===== src/rtl/uart_tx_fifo_ctrl_pkg.sv =====
// Shared UART definitions: FSM states, parity mode codes, parity helper.
package uart_tx_fifo_ctrl_pkg;

  typedef enum logic [2:0] {
    ST_IDLE   = 3'd0,
    ST_START  = 3'd1,
    ST_DATA   = 3'd2,
    ST_PARITY = 3'd3,
    ST_STOP   = 3'd4
  } tx_state_t;

  localparam int unsigned PAR_NONE = 0;
  localparam int unsigned PAR_ODD  = 1;
  localparam int unsigned PAR_EVEN = 2;

  // XOR of the low nbits of data; inverted for odd parity.
  function automatic logic parity_bit(input logic [7:0] data,
                                      input int unsigned nbits,
                                      input int unsigned mode);
    logic p;
    p = 1'b0;
    for (int unsigned i = 0; i < 8; i++) begin
      if (i < nbits) p = p ^ data[i];
    end
    case (mode)
      PAR_ODD:  return ~p;
      PAR_EVEN: return p;
      default:  return 1'b0;
    endcase
  endfunction

endpackage


===== src/rtl/uart_sync_fifo.sv =====
// Single-clock FIFO with first-word-fall-through read port.
module uart_sync_fifo #(
  parameter int unsigned WIDTH = 8,
  parameter int unsigned DEPTH = 16
) (
  input  logic                       clk,
  input  logic                       rst_n,
  input  logic                       push,
  input  logic                       pop,
  input  logic [WIDTH-1:0]           din,
  output logic [WIDTH-1:0]           dout,
  output logic                       full,
  output logic                       empty,
  output logic [$clog2(DEPTH+1)-1:0] count
);

  localparam int unsigned AW = $clog2(DEPTH);
  localparam int unsigned CW = $clog2(DEPTH+1);

  logic [WIDTH-1:0] mem [DEPTH];
  logic [AW-1:0]    wr_ptr;
  logic [AW-1:0]    rd_ptr;
  logic             do_push;
  logic             do_pop;

  assign full    = (count == CW'(DEPTH));
  assign empty   = (count == '0);
  assign do_push = push && !full;
  assign do_pop  = pop && !empty;
  assign dout    = mem[rd_ptr];

  always_ff @(posedge clk or negedge rst_n) begin
    if (!rst_n) begin
      wr_ptr <= '0;
      rd_ptr <= '0;
      count  <= '0;
    end else begin
      if (do_push) wr_ptr <= wr_ptr + 1'b1;
      if (do_pop)  rd_ptr <= rd_ptr + 1'b1;
      case ({do_push, do_pop})
        2'b10:   count <= count + 1'b1;
        2'b01:   count <= count - 1'b1;
        default: count <= count;
      endcase
    end
  end

  always_ff @(posedge clk) begin
    if (do_push) mem[wr_ptr] <= din;
  end

endmodule


===== src/rtl/uart_tx_fifo_ctrl.sv =====
// UART transmitter: byte FIFO feeding a start/data/parity/stop serialiser.
module uart_tx_fifo_ctrl
  import uart_tx_fifo_ctrl_pkg::*;
#(
  parameter int unsigned SYS_CLK_FREQ = 100000000,
  parameter int unsigned BAUD_RATE    = 115200,
  parameter int unsigned DATA_BITS    = 8,
  parameter int unsigned PARITY_MODE  = 0,
  parameter int unsigned STOP_BITS    = 1,
  parameter int unsigned FIFO_DEPTH   = 16
) (
  input  logic                            clk,
  input  logic                            rst_n,
  input  logic                            wr_en,
  input  logic [7:0]                      wr_data,
  output logic                            full,
  output logic [$clog2(FIFO_DEPTH+1)-1:0] fifo_cnt,
  output logic                            overflow,
  input  logic                            ovf_clr,
  output logic                            busy,
  output logic                            tx
);

  localparam int unsigned   BAUD_DIV   = SYS_CLK_FREQ / BAUD_RATE;
  localparam int unsigned   BW         = (BAUD_DIV > 2) ? $clog2(BAUD_DIV) : 1;
  localparam logic [BW-1:0] BAUD_LAST  = BW'(BAUD_DIV - 1);
  localparam logic [2:0]    DATA_LAST  = 3'(DATA_BITS - 1);
  localparam logic [2:0]    STOP_LAST  = 3'(STOP_BITS - 1);
  localparam bit            HAS_PARITY = (PARITY_MODE != PAR_NONE);

  tx_state_t            state, state_nxt;
  logic [BW-1:0]        baud_cnt, baud_nxt;
  logic [2:0]           bit_cnt, bit_nxt;
  logic [DATA_BITS-1:0] shift, shift_nxt;
  logic                 par, par_nxt;
  logic                 tx_nxt;
  logic                 pop;
  logic                 empty;
  logic                 baud_end;
  logic [DATA_BITS-1:0] head;

  uart_sync_fifo #(
    .WIDTH (DATA_BITS),
    .DEPTH (FIFO_DEPTH)
  ) u_fifo (
    .clk   (clk),
    .rst_n (rst_n),
    .push  (wr_en),
    .pop   (pop),
    .din   (wr_data[DATA_BITS-1:0]),
    .dout  (head),
    .full  (full),
    .empty (empty),
    .count (fifo_cnt)
  );

  assign busy = (state != ST_IDLE) || !empty;

  always_ff @(posedge clk or negedge rst_n) begin
    if (!rst_n) begin
      state    <= ST_IDLE;
      baud_cnt <= '0;
      bit_cnt  <= '0;
      shift    <= '0;
      par      <= 1'b0;
      tx       <= 1'b1;
    end else begin
      state    <= state_nxt;
      baud_cnt <= baud_nxt;
      bit_cnt  <= bit_nxt;
      shift    <= shift_nxt;
      par      <= par_nxt;
      tx       <= tx_nxt;
    end
  end

  // Parity is latched at pop time because the shift register is consumed during DATA.
  always_comb begin
    baud_end  = (baud_cnt == BAUD_LAST);
    state_nxt = state;
    baud_nxt  = baud_end ? '0 : baud_cnt + 1'b1;
    bit_nxt   = bit_cnt;
    shift_nxt = shift;
    par_nxt   = par;
    tx_nxt    = tx;
    pop       = 1'b0;
    case (state)
      ST_IDLE: begin
        baud_nxt = '0;
        if (!empty) begin
          pop       = 1'b1;
          shift_nxt = head;
          par_nxt   = parity_bit(8'(head), DATA_BITS, PARITY_MODE);
          tx_nxt    = 1'b0;
          state_nxt = ST_START;
        end
      end
      ST_START: begin
        if (baud_end) begin
          tx_nxt    = shift[0];
          shift_nxt = shift >> 1;
          bit_nxt   = '0;
          state_nxt = ST_DATA;
        end
      end
      ST_DATA: begin
        if (baud_end) begin
          if (bit_cnt == DATA_LAST) begin
            bit_nxt = '0;
            if (HAS_PARITY) begin
              tx_nxt    = par;
              state_nxt = ST_PARITY;
            end else begin
              tx_nxt    = 1'b1;
              state_nxt = ST_STOP;
            end
          end else begin
            tx_nxt    = shift[0];
            shift_nxt = shift >> 1;
            bit_nxt   = bit_cnt + 3'd1;
          end
        end
      end
      ST_PARITY: begin
        if (baud_end) begin
          tx_nxt    = 1'b1;
          bit_nxt   = '0;
          state_nxt = ST_STOP;
        end
      end
      ST_STOP: begin
        if (baud_end) begin
          if (bit_cnt == STOP_LAST) begin
            bit_nxt = '0;
            if (!empty) begin
              pop       = 1'b1;
              shift_nxt = head;
              par_nxt   = parity_bit(8'(head), DATA_BITS, PARITY_MODE);
              tx_nxt    = 1'b0;
              state_nxt = ST_START;
            end else begin
              state_nxt = ST_IDLE;
            end
          end else begin
            bit_nxt = bit_cnt + 3'd1;
          end
        end
      end
      default: state_nxt = ST_IDLE;
    endcase
  end

  always_ff @(posedge clk or negedge rst_n) begin
    if (!rst_n)                overflow <= 1'b0;
    else if (ovf_clr)          overflow <= 1'b0;
    else if (wr_en && full)    overflow <= 1'b1;
  end

endmodule


===== config.mk =====
export PLATFORM = sky130hd
export DESIGN_NAME = uart_tx_fifo_ctrl
export DESIGN_NICKNAME = d
export VERILOG_FILES = /design/src/rtl/uart_tx_fifo_ctrl_pkg.sv /design/src/rtl/uart_sync_fifo.sv /design/src/rtl/uart_tx_fifo_ctrl.sv
export SDC_FILE = /design/constraint.sdc
export NUM_CORES = 1
export LEC_CHECK = 0
export BUFFER_PORTS_ARGS = -buffer_cell sky130_fd_sc_hd__buf_2
export CAP_MARGIN = 0
export CORE_ASPECT_RATIO = 0.7
export CORE_MARGIN = 4
export CORE_UTILIZATION = 60
export CTS_CLUSTER_DIAMETER = 80
export CTS_CLUSTER_SIZE = 8
export DETAILED_ROUTE_END_ITERATION = 10
export PLACE_DENSITY = 0.87
export SYNTH_ARGS = -nofsm -noshare
export SYNTH_HDL_FRONTEND = slang
export SYNTH_HIERARCHICAL = 1
export SYNTH_SLANG_ARGS = --single-unit
export TNS_END_PERCENT = 10

===== constraint.sdc =====
create_clock -name clk -period 6.8 [get_ports clk]
set_input_delay 0.68 -clock clk [delete_from_list [all_inputs] [get_ports clk]]
set_output_delay 0.68 -clock clk [all_outputs]
set_load 0.01 [all_outputs]

==> reports/qor.yml, run 1 <==
die:
  start_util_pct: 61.5
  die_w_um: 139
  std_cell_rows: 33
  die_y_um: 99.7
  io_pins: 21
  dieArea_mm2: 0.0139
  core_area_mm2: 0.0117
clock_tree:
  cts_max_level: 4
  clock_path_buffers: 2
  clk-insertion-delay-late_ns: 0.42
  hold_buffers: 0
  post_cts_resized: 0
  cts_tree: "done"
  clock-sinks: 167
  post_cts_buffers: 0
  cts.clk_slew.worst_paths_ns: 0.06
  cts-buffers-inserted: 17
  clock-root-buffer: "clkbuf_16"
synthesis:
  synth_area_mm2: 0.00721
  ys_warn_count: 6
  ys_seq_area_share_pct: 66.9
  syn-instance-count: 463
  synth_flop_cell: "edfxtp_1"
  synth_edf_count: 128
  syn_area_per_cell_um2: 15.6
  synth_most_common_cell: "edfxtp_1"
  async_reset_ff_share_pct: 23.4
  synth_top_area_share_pct: 53.3
  synth_cell_type_count: 54
  ys_ff_latch: 167
  synth.net_count: 489
  synthTopCellsByCount: "128 x edfxtp_1, 38 x dfrtp_1, 27 x nor2_1"
  yosys-top-cells-area: "edfxtp_1 53%, dfrtp_1 13%, mux4_2 5.0%, mux2i_1 3.5%, mux2_2 2.5%"
  synth_top_cell_by_area: "edfxtp_1"
sta:
  finalSetupViolations: 0
  fin_setup_tns_ns: 0
  worst_pin_slew_ns: 0.964
  slew_headroom_pct: 35.5
  whs_ns: 0.359
  finalHoldViolCount: 0
  grt_setup_unrepaired: "no"
  post-route-min-period_ns: 3.39
  slew_viol_final: 0
  clock_skew_ns: 0.00540
  fin_crit_sh_pct: 49.8
  fmax_mhz: 295
setup_path:
  startpoint: "baud_cnt[0]"
  reg2reg_depth: 13
  end_kind: "flip-flop"
  cp-start-kind: "flip-flop"
  r2r-start: "baud_cnt[0]"
  cp_max_fo: 5
  r2r_slack_ns: 3.41
  reg2reg_to: "u_fifo/count[4]"
  arrival_ns: 3.70
  critPathRequiredTime_ns: 7.11
  path_class: "reg2reg"
final_layout:
  post-route-util_pct: 68.0
  final_nets: 511
  stdcell_count: 655
  syn_to_final_growth_pct: 10.6
  fill_cells: 790
  drive_gt1_share_pct: 21.3
  diodes: 0
grt:
  grt_pass1_wl_um: 23000
  grt-ovfl-total: 0
  antenna_found_initial: 0
  grt_max_degree: 52
  track_usage_pct: 22.3
  grt_pass1_vias: 4034
detailed_routing:
  first_pass_iters: 5
  wirelength_um: 14400
  vias_per_cell: 6.12
  wl_per_cell_um: 22.0
  ant_nets: 0
  drc: 0
  vias: 4006
  drtIter0Drc: 362
place:
  dp_hpwl_um: 9190
  gp_congestion: 0.843
  dp.cells: 623
  numPortBuffers: 20
outcome:
  outcome: "completed"
pwr:
  leakage_nw: 3.06
  ir_drop_mv: 0.264
  finalPower_mw: 2.44
  p_per_area_mw_per_mm2: 306
hold_path:
  hp-class: "in2async"
flow_run:
  maxCapViolCount: 0
==> worst max path at each step <==
stage	slack, ns	to
3_3_place_gp	3.54	u_fifo/count[4]
2_1_floorplan	3.83	u_fifo/count[4]
5_1_grt	3.18	u_fifo/count[4]
4_1_cts	3.43	u_fifo/count[4]
3_5_place_dp	3.47	u_fifo/count[4]
6_report	3.41	u_fifo/count[4]
==> metal layers <==
metal | part of all wire [%] | vias up | track usage, %
li1 | - | 1808 | -
met1 | 43 | 2020 | 31.8
met2 | 48 | 153 | 34.7
met3 | 7.0 | 25 | 4.66
met4 | 2.0 | 0 | 7.97
met5 | 0 | - | 0
==> per-stage QoR <==
| stage | area (um2) | setup slack (ns) |
|---|---|---|
| 4_1_cts | 7970 | 3.43 |
| 5_1_grt | 7970 | 3.18 |
| 6_report | 7970 | 3.41 |
| 3_3_place_gp | 7400 | 3.54 |
| 3_5_place_dp | 7400 | 3.47 |
| 2_1_floorplan | 7210 | 3.83 |
==> sequential cells by signal, summed over array words and instances (netlist names) <==
register and flops:
u_fifo/mem 128, baud_cnt 10, shift 8, u_fifo/count 5, u_fifo/rd_ptr 4, u_fifo/wr_ptr 4, bit_cnt 3, state 3
overflow 1, tx 1
==> report_power, final <==
group | switching, mW | total (mW) | internal (mW)
Sequential | 0.0568 | 1.26 | 1.21
Combinational | 0.165 | 0.256 | 0.0917
Clock | 0.411 | 0.923 | 0.512
Total | 0.632 | 2.44 | 1.81
==> worst max-delay path, cell delays in order, from the launching register on <==
cell and delay, ns:
dfrtp_1 0.39, ha_1 0.20, nor3b_2 0.25, nand4_1 0.22, a21oi_1 0.18, nor2b_1 0.40, ha_1 0.32, inv_1 0.10
fa_1 0.42, nor2b_1 0.11, o21ai_0 0.10, nand3_1 0.10, or3b_1 0.36, xnor2_1 0.13
==> area by class of cell <==
type	count	area [um2]	area share (%)
Tap cell	157	196	2.46
Sequential cell	167	4820	60.5
Multi-Input combinational cell	261	2190	27.5
Clock inverter	15	145	1.82
Clock buffer	17	425	5.34
Timing Repair Buffer	27	153	1.91
Inverter	11	41.3	0.518
==> logic make-up after synthesis <==
kind of cell | count (synthesis) | share of synthesized area, %
xor+xnor | 19 | 2.31
compound gates | 69 | 6.09
simple gates | 93 | 6.58
buf+inv | 35 | 2.74
fa+ha+maj | 14 | 2.53
flops | 167 | 66.9
mux | 66 | 12.8
==> cell usage in the layout, fill, tap and decap left out, drive strengths merged, types with 16 or more instances in the layout <==
| cell type | Yosys | layout |
|---|---|---|
| nand2 | 24 | 24 |
| mux2i | 25 | 25 |
| mux4 | 16 | 16 |
| buf | 15 | 27 |
| inv | 11 | 17 |
| mux2 | 25 | 25 |
| nor2 | 27 | 27 |
| dfrtp | 38 | 38 |
| clkbuf | 9 | 17 |
| o21ai | 26 | 26 |
| edfxtp | 128 | 128 |
(Power assumes the default switching activity.)
==> run 2: changes to the inputs <==
--- a/config.mk
+++ b/config.mk
@@ -9,11 +9,11 @@
 export CAP_MARGIN = 0
 export CORE_ASPECT_RATIO = 0.7
 export CORE_MARGIN = 4
-export CORE_UTILIZATION = 60
+export CORE_UTILIZATION = 56
 export CTS_CLUSTER_DIAMETER = 80
 export CTS_CLUSTER_SIZE = 8
 export DETAILED_ROUTE_END_ITERATION = 10
-export PLACE_DENSITY = 0.87
+export PLACE_DENSITY = 0.86
 export SYNTH_ARGS = -nofsm -noshare
 export SYNTH_HDL_FRONTEND = slang
 export SYNTH_HIERARCHICAL = 1
==> constraint.sdc (replaced) <==
create_clock -name clk -period 2.96 [get_ports clk]
set_input_delay 0.296 -clock clk [delete_from_list [all_inputs] [get_ports clk]]
set_output_delay 0.296 -clock clk [all_outputs]
set_load 0.01 [all_outputs]
==> run 2 against run 1 <==
The run now ends with hold timing left. Highest routed layer unchanged. Critical path type unchanged. Cell area rose by 3.8%. Via count rose by 4.8%. Wire length rose by 2.1%. Utilization fell by 1.8 points. Global-route usage fell by 1.0 points. Sequential cell count did not move.
==> reports/qor.yml, run 2 (synthesis results as in run 1) <==
outcome:
  outcome: "finished, violations left"
  violations: "hold timing"
grt:
  grt_pass1_wl_um: 23100
  antenna_found_initial: 0
  grt-ovfl-total: 0
  grt_pass1_vias: 4301
  grt_max_degree: 40
  track_usage_pct: 21.3
final_layout:
  drive_gt1_share_pct: 27.2
  final_cell_mix: "128 x edfxtp_1, 36 x dfrtp_1, 33 x buf_4"
  largest_reg_flops: 128
  diodes: 0
  final_common_cell: "edfxtp_1"
  syn_to_final_growth_pct: 14.8
  reg_top3: "u_fifo/mem (128), baud_cnt (10), shift (8)"
  stdcell_count: 688
  regMostFlops: "u_fifo/mem"
  fill_cells: 846
  final_nets: 539
setup_path:
  path_buf_inv: 1
  cp-start-kind: "flip-flop"
  path_class: "reg2reg"
  arrival_ns: 3.20
  cp_max_fo: 3
  crit_chain: "ha_1 > nor3b_4 > nand4_1 > a21oi_2 > nor2b_4 > ha_4 > inv_1 > fa_2 > nor2b_1 > o21ai_1 > nand3_1 > or3b_4 > xnor2_1"
  crit_path_max_incr_delay_ns: 0.39
  slowest_stage: "dfrtp_1"
  end_kind: "flip-flop"
  crit_family: "simple AND/OR/NAND/NOR gates"
  critPathRequiredTime_ns: 3.27
die:
  io_pins: 21
  start_util_pct: 57.6
  core_area_mm2: 0.0125
  die_y_um: 103
  dieArea_mm2: 0.0148
  std_cell_rows: 34
  die_w_um: 144
place:
  dp.cells: 651
  gp_congestion: 0.864
  dp_slack_ns: -0.106
  dp_hpwl_um: 9620
  numPortBuffers: 20
pwr:
  finalPower_mw: 5.74
  ir_drop_mv: 0.592
  leakage_nw: 3.22
  p_per_area_mw_per_mm2: 693
sta:
  setup_ws_ns: 0.0746
  fin_setup_tns_ns: 0
  grt_setup_unrepaired: "yes"
  finalSetupViolations: 0
  post-route-min-period_ns: 2.89
  worst_pin_slew_ns: 0.908
  slew_headroom_pct: 39.2
  clock_skew_ns: 0.00918
  fin_crit_sh_pct: 97.5
  slew_viol_final: 0
  whs_ns: -0.0164
  fmax_mhz: 347
  finalHoldViolCount: 38
detailed_routing:
  drt-met1-wl_um: 6260
  route.met2.wl_um: 7180
  ant_nets: 0
  routed.top_layer: "met4"
  vias: 4197
  first_pass_iters: 5
  wirelength_um: 14700
  drc: 0
  wl_met3_um: 981
  vias_per_cell: 6.10
  wl_per_cell_um: 21.4
  drtIter0Drc: 414
flow_run:
  maxCapViolCount: 0
clock_tree:
  cts-buffers-inserted: 17
  clock_path_buffers: 2
  cts_max_level: 4
  cts.clk_slew.worst_paths_ns: 0.07
  cts_tree: "done"
  clock-sinks: 167
  clk-insertion-delay-late_ns: 0.43
  clock-root-buffer: "clkbuf_16"
hold_path:
  hp-class: "in2async"
## run 2: cell count changes in the layout (fill, tap and decap cells not counted), sizes merged
cell and delta:
dlygate4sd3 +1, clkinv -3, buf +27, inv +2
clkinvlp +1
## run 2: timing repair
item,4_1_cts,5_1_grt
endpoints found under the hold margin,1,0
setup endpoints to repair,1,1
resized for setup,4,10
buffers inserted,1,3
pin swaps,1,2
hold buffers,1,0
## run 2: power breakdown
part | internal [mW] | total (mW) | switching (mW)
Sequential | 2.77 | 2.88 | 0.104
Combinational | 0.276 | 0.701 | 0.425
Clock | 1.20 | 2.16 | 0.965
## run 2: metal layers
layer | vias up | track usage [%]
li1 | 1863 | -
met1 | 2115 | 29.0
met2 | 194 | 34.2
met3 | 25 | 5.05
met4 | 0 | 7.60
met5 | - | 0
## run 2: per-stage QoR
step / cell area [um2] / util [%]
6_report: 8280 / 66.2
5_1_grt: 8280 / 66.2
4_1_cts: 8210 / 65.6
3_5_place_dp: 7590 / 60.7
3_3_place_gp: 7590 / 60.7
2_1_floorplan: 7210 / -
## run 2: layout make-up
class                   count  area [um2]  share of cell area (%)
multi-input cells         261        2240                    27.1
inverters                  11        41.3                   0.499
clock buffers              17         425                    5.14
well taps                 162         203                    2.45
clock inverters            15         161                    1.95
repair buffers             55         378                    4.57
flip-flops and latches    167        4820                    58.3
## run 2: path summary, 6_finish.rpt
check / startpoint / endpoint / slack [ns] / depth (start not counted)
min in group clk: wr_en / overflow / 0.12 / 3
max in group asynchronous: rst_n / u_fifo/rd_ptr[0] / 2.38 / 1
worst max-delay path: baud_cnt[1] / u_fifo/count[4] / 0.07 / 13
worst min-delay path: rst_n / u_fifo/count[2] / -0.02 / 1
worst max register to register: baud_cnt[1] / u_fifo/count[4] / 0.07 / 13
worst min register to register: overflow / overflow / 0.49 / 2
==> run 3: changes to the inputs <==
--- a/config.mk
+++ b/config.mk
@@ -9,11 +9,11 @@
 export CAP_MARGIN = 0
 export CORE_ASPECT_RATIO = 0.7
 export CORE_MARGIN = 4
-export CORE_UTILIZATION = 56
+export CORE_UTILIZATION = 60
 export CTS_CLUSTER_DIAMETER = 80
 export CTS_CLUSTER_SIZE = 8
 export DETAILED_ROUTE_END_ITERATION = 10
-export PLACE_DENSITY = 0.86
+export PLACE_DENSITY = 0.87
 export SYNTH_ARGS = -nofsm -noshare
 export SYNTH_HDL_FRONTEND = slang
 export SYNTH_HIERARCHICAL = 1
==> constraint.sdc (replaced) <==
create_clock -name clk -period 3.7 [get_ports clk]
set_input_delay 0.37 -clock clk [delete_from_list [all_inputs] [get_ports clk]]
set_output_delay 0.37 -clock clk [all_outputs]
set_load 0.01 [all_outputs]
==> run 3 against run 2 <==
The run now ends clean. Worst setup slack improved by 0.39 ns. Count of clock-buffer cells in the layout unchanged. Power decreased by 21%. Global-route usage decreased by 0.33 points. Worst hold slack improved by 0.071 ns. Via count decreased by 3.5%. Sequential cell count unchanged. Clock power decreased by 19%. Sequential power decreased by 19%. Largest power group unchanged. Highest routed layer unchanged.
==> reports/qor.yml, run 3 (synthesis results as in run 1) <==
final_layout:
  stdcell_area_mm2: 0.00801
  final_nets: 514
  final_cell_mix: "128 x edfxtp_1, 37 x dfrtp_1, 27 x nor2_1"
  post-route-util_pct: 68.3
  stdcell_count: 658
  largest_reg_flops: 128
  diodes: 0
  drive_gt1_share_pct: 21.8
  reg_top3: "u_fifo/mem (128), baud_cnt (10), shift (8)"
  final_common_cell: "edfxtp_1"
  regMostFlops: "u_fifo/mem"
  syn_to_final_growth_pct: 11.2
die:
  io_pins: 21
  std_cell_rows: 33
  core_area_mm2: 0.0117
  die_w_um: 139
  dieArea_mm2: 0.0139
  die_y_um: 99.7
  start_util_pct: 61.5
clock_tree:
  cts_max_level: 4
  clk-insertion-delay-late_ns: 0.42
  cts_tree: "done"
  cts-buffers-inserted: 17
  cts.clk_slew.worst_paths_ns: 0.06
  clock-sinks: 167
  post_cts_buffers: 0
  clock_path_buffers: 2
  clock-root-buffer: "clkbuf_16"
  hold_buffers: 0
  post_cts_resized: 0
sta:
  fmax_mhz: 309
  finalHoldViolCount: 0
  clock_skew_ns: 0.00672
  finalSetupViolations: 0
  fin_crit_sh_pct: 87.6
  slew_viol_final: 0
  whs_ns: 0.0547
  worst_pin_slew_ns: 0.957
  slew_headroom_pct: 36.0
  post-route-min-period_ns: 3.24
  fin_setup_tns_ns: 0
  grt_setup_unrepaired: "no"
  setup_ws_ns: 0.461
grt:
  grt_pass1_wl_um: 21700
  track_usage_pct: 20.9
  grt-ovfl-total: 0
  grt_pass1_vias: 3900
  antenna_found_initial: 0
  grt_max_degree: 40
setup_path:
  critPathCapture: "u_fifo/count[4]"
  critPathRequiredTime_ns: 4.01
  path_class: "reg2reg"
  r2r-start: "baud_cnt[0]"
  arrival_ns: 3.55
  reg2reg_to: "u_fifo/count[4]"
  cp_max_fo: 4
  r2r_slack_ns: 0.46
  end_kind: "flip-flop"
  reg2reg_depth: 13
  startpoint: "baud_cnt[0]"
  cp-start-kind: "flip-flop"
pwr:
  leakage_nw: 3.08
  ir_drop_mv: 0.423
  p_per_area_mw_per_mm2: 569
  finalPower_mw: 4.56
place:
  dp_slack_ns: 0.527
  placed_area_mm2: 0.00742
  dp.cells: 626
  gp_congestion: 0.900
  numPortBuffers: 20
  dp_hpwl_um: 9040
detailed_routing:
  first_pass_iters: 6
  wirelength_um: 13800
  wl_per_cell_um: 21.0
  vias_per_cell: 6.16
  drc: 0
  vias: 4052
  drtIter0Drc: 465
  ant_nets: 0
outcome:
  outcome: "completed"
hold_path:
  hp-class: "in2async"
flow_run:
  maxCapViolCount: 0
run 3: worst min-delay path by stage:
stage                           end   startpoint
floorplan               baud_cnt[0]        rst_n
global placement        baud_cnt[0]  baud_cnt[0]
detailed placement         overflow     overflow
CTS                 u_fifo/count[1]        rst_n
global route               overflow      ovf_clr
finish                     overflow        rst_n
run 3: layout make-up:
class                           count  area [um2]
Multi-Input combinational cell    261        2190
Clock buffer                       17         425
Inverter                           11        41.3
Tap cell                          157         196
Fill cell                         764        3710
Timing Repair Buffer               30         175
Clock inverter                     15         165
Sequential cell                   167        4820
run 3: report_power, final:
part,switching (mW),total (mW),leakage [nW],internal [mW]
registers,0.103,2.32,1.64,2.22
clock network,0.745,1.75,0.283,1.01
logic,0.315,0.485,1.16,0.170
run 3: metal layers:
layer / global-route usage (%) / vias up / wire [um]
li1: - / 1810 / -
met1: 30.8 / 2032 / 6220
met2: 30.8 / 194 / 6210
met3: 5.91 / 16 / 1260
met4: 6.69 / 0 / 144
met5: 0 / - / 0
run 3: worst max-delay path, stage by stage (launching register included):
cell and delay, ns:
dfrtp_1 0.40, ha_1 0.21, nor3b_2 0.26, nand4_1 0.21, a21oi_1 0.18, nor2b_1 0.20, ha_1 0.26, inv_1 0.11
fa_1 0.42, nor2b_1 0.12, o21ai_0 0.15, nand3_1 0.11, or3b_1 0.36, xnor2_1 0.13
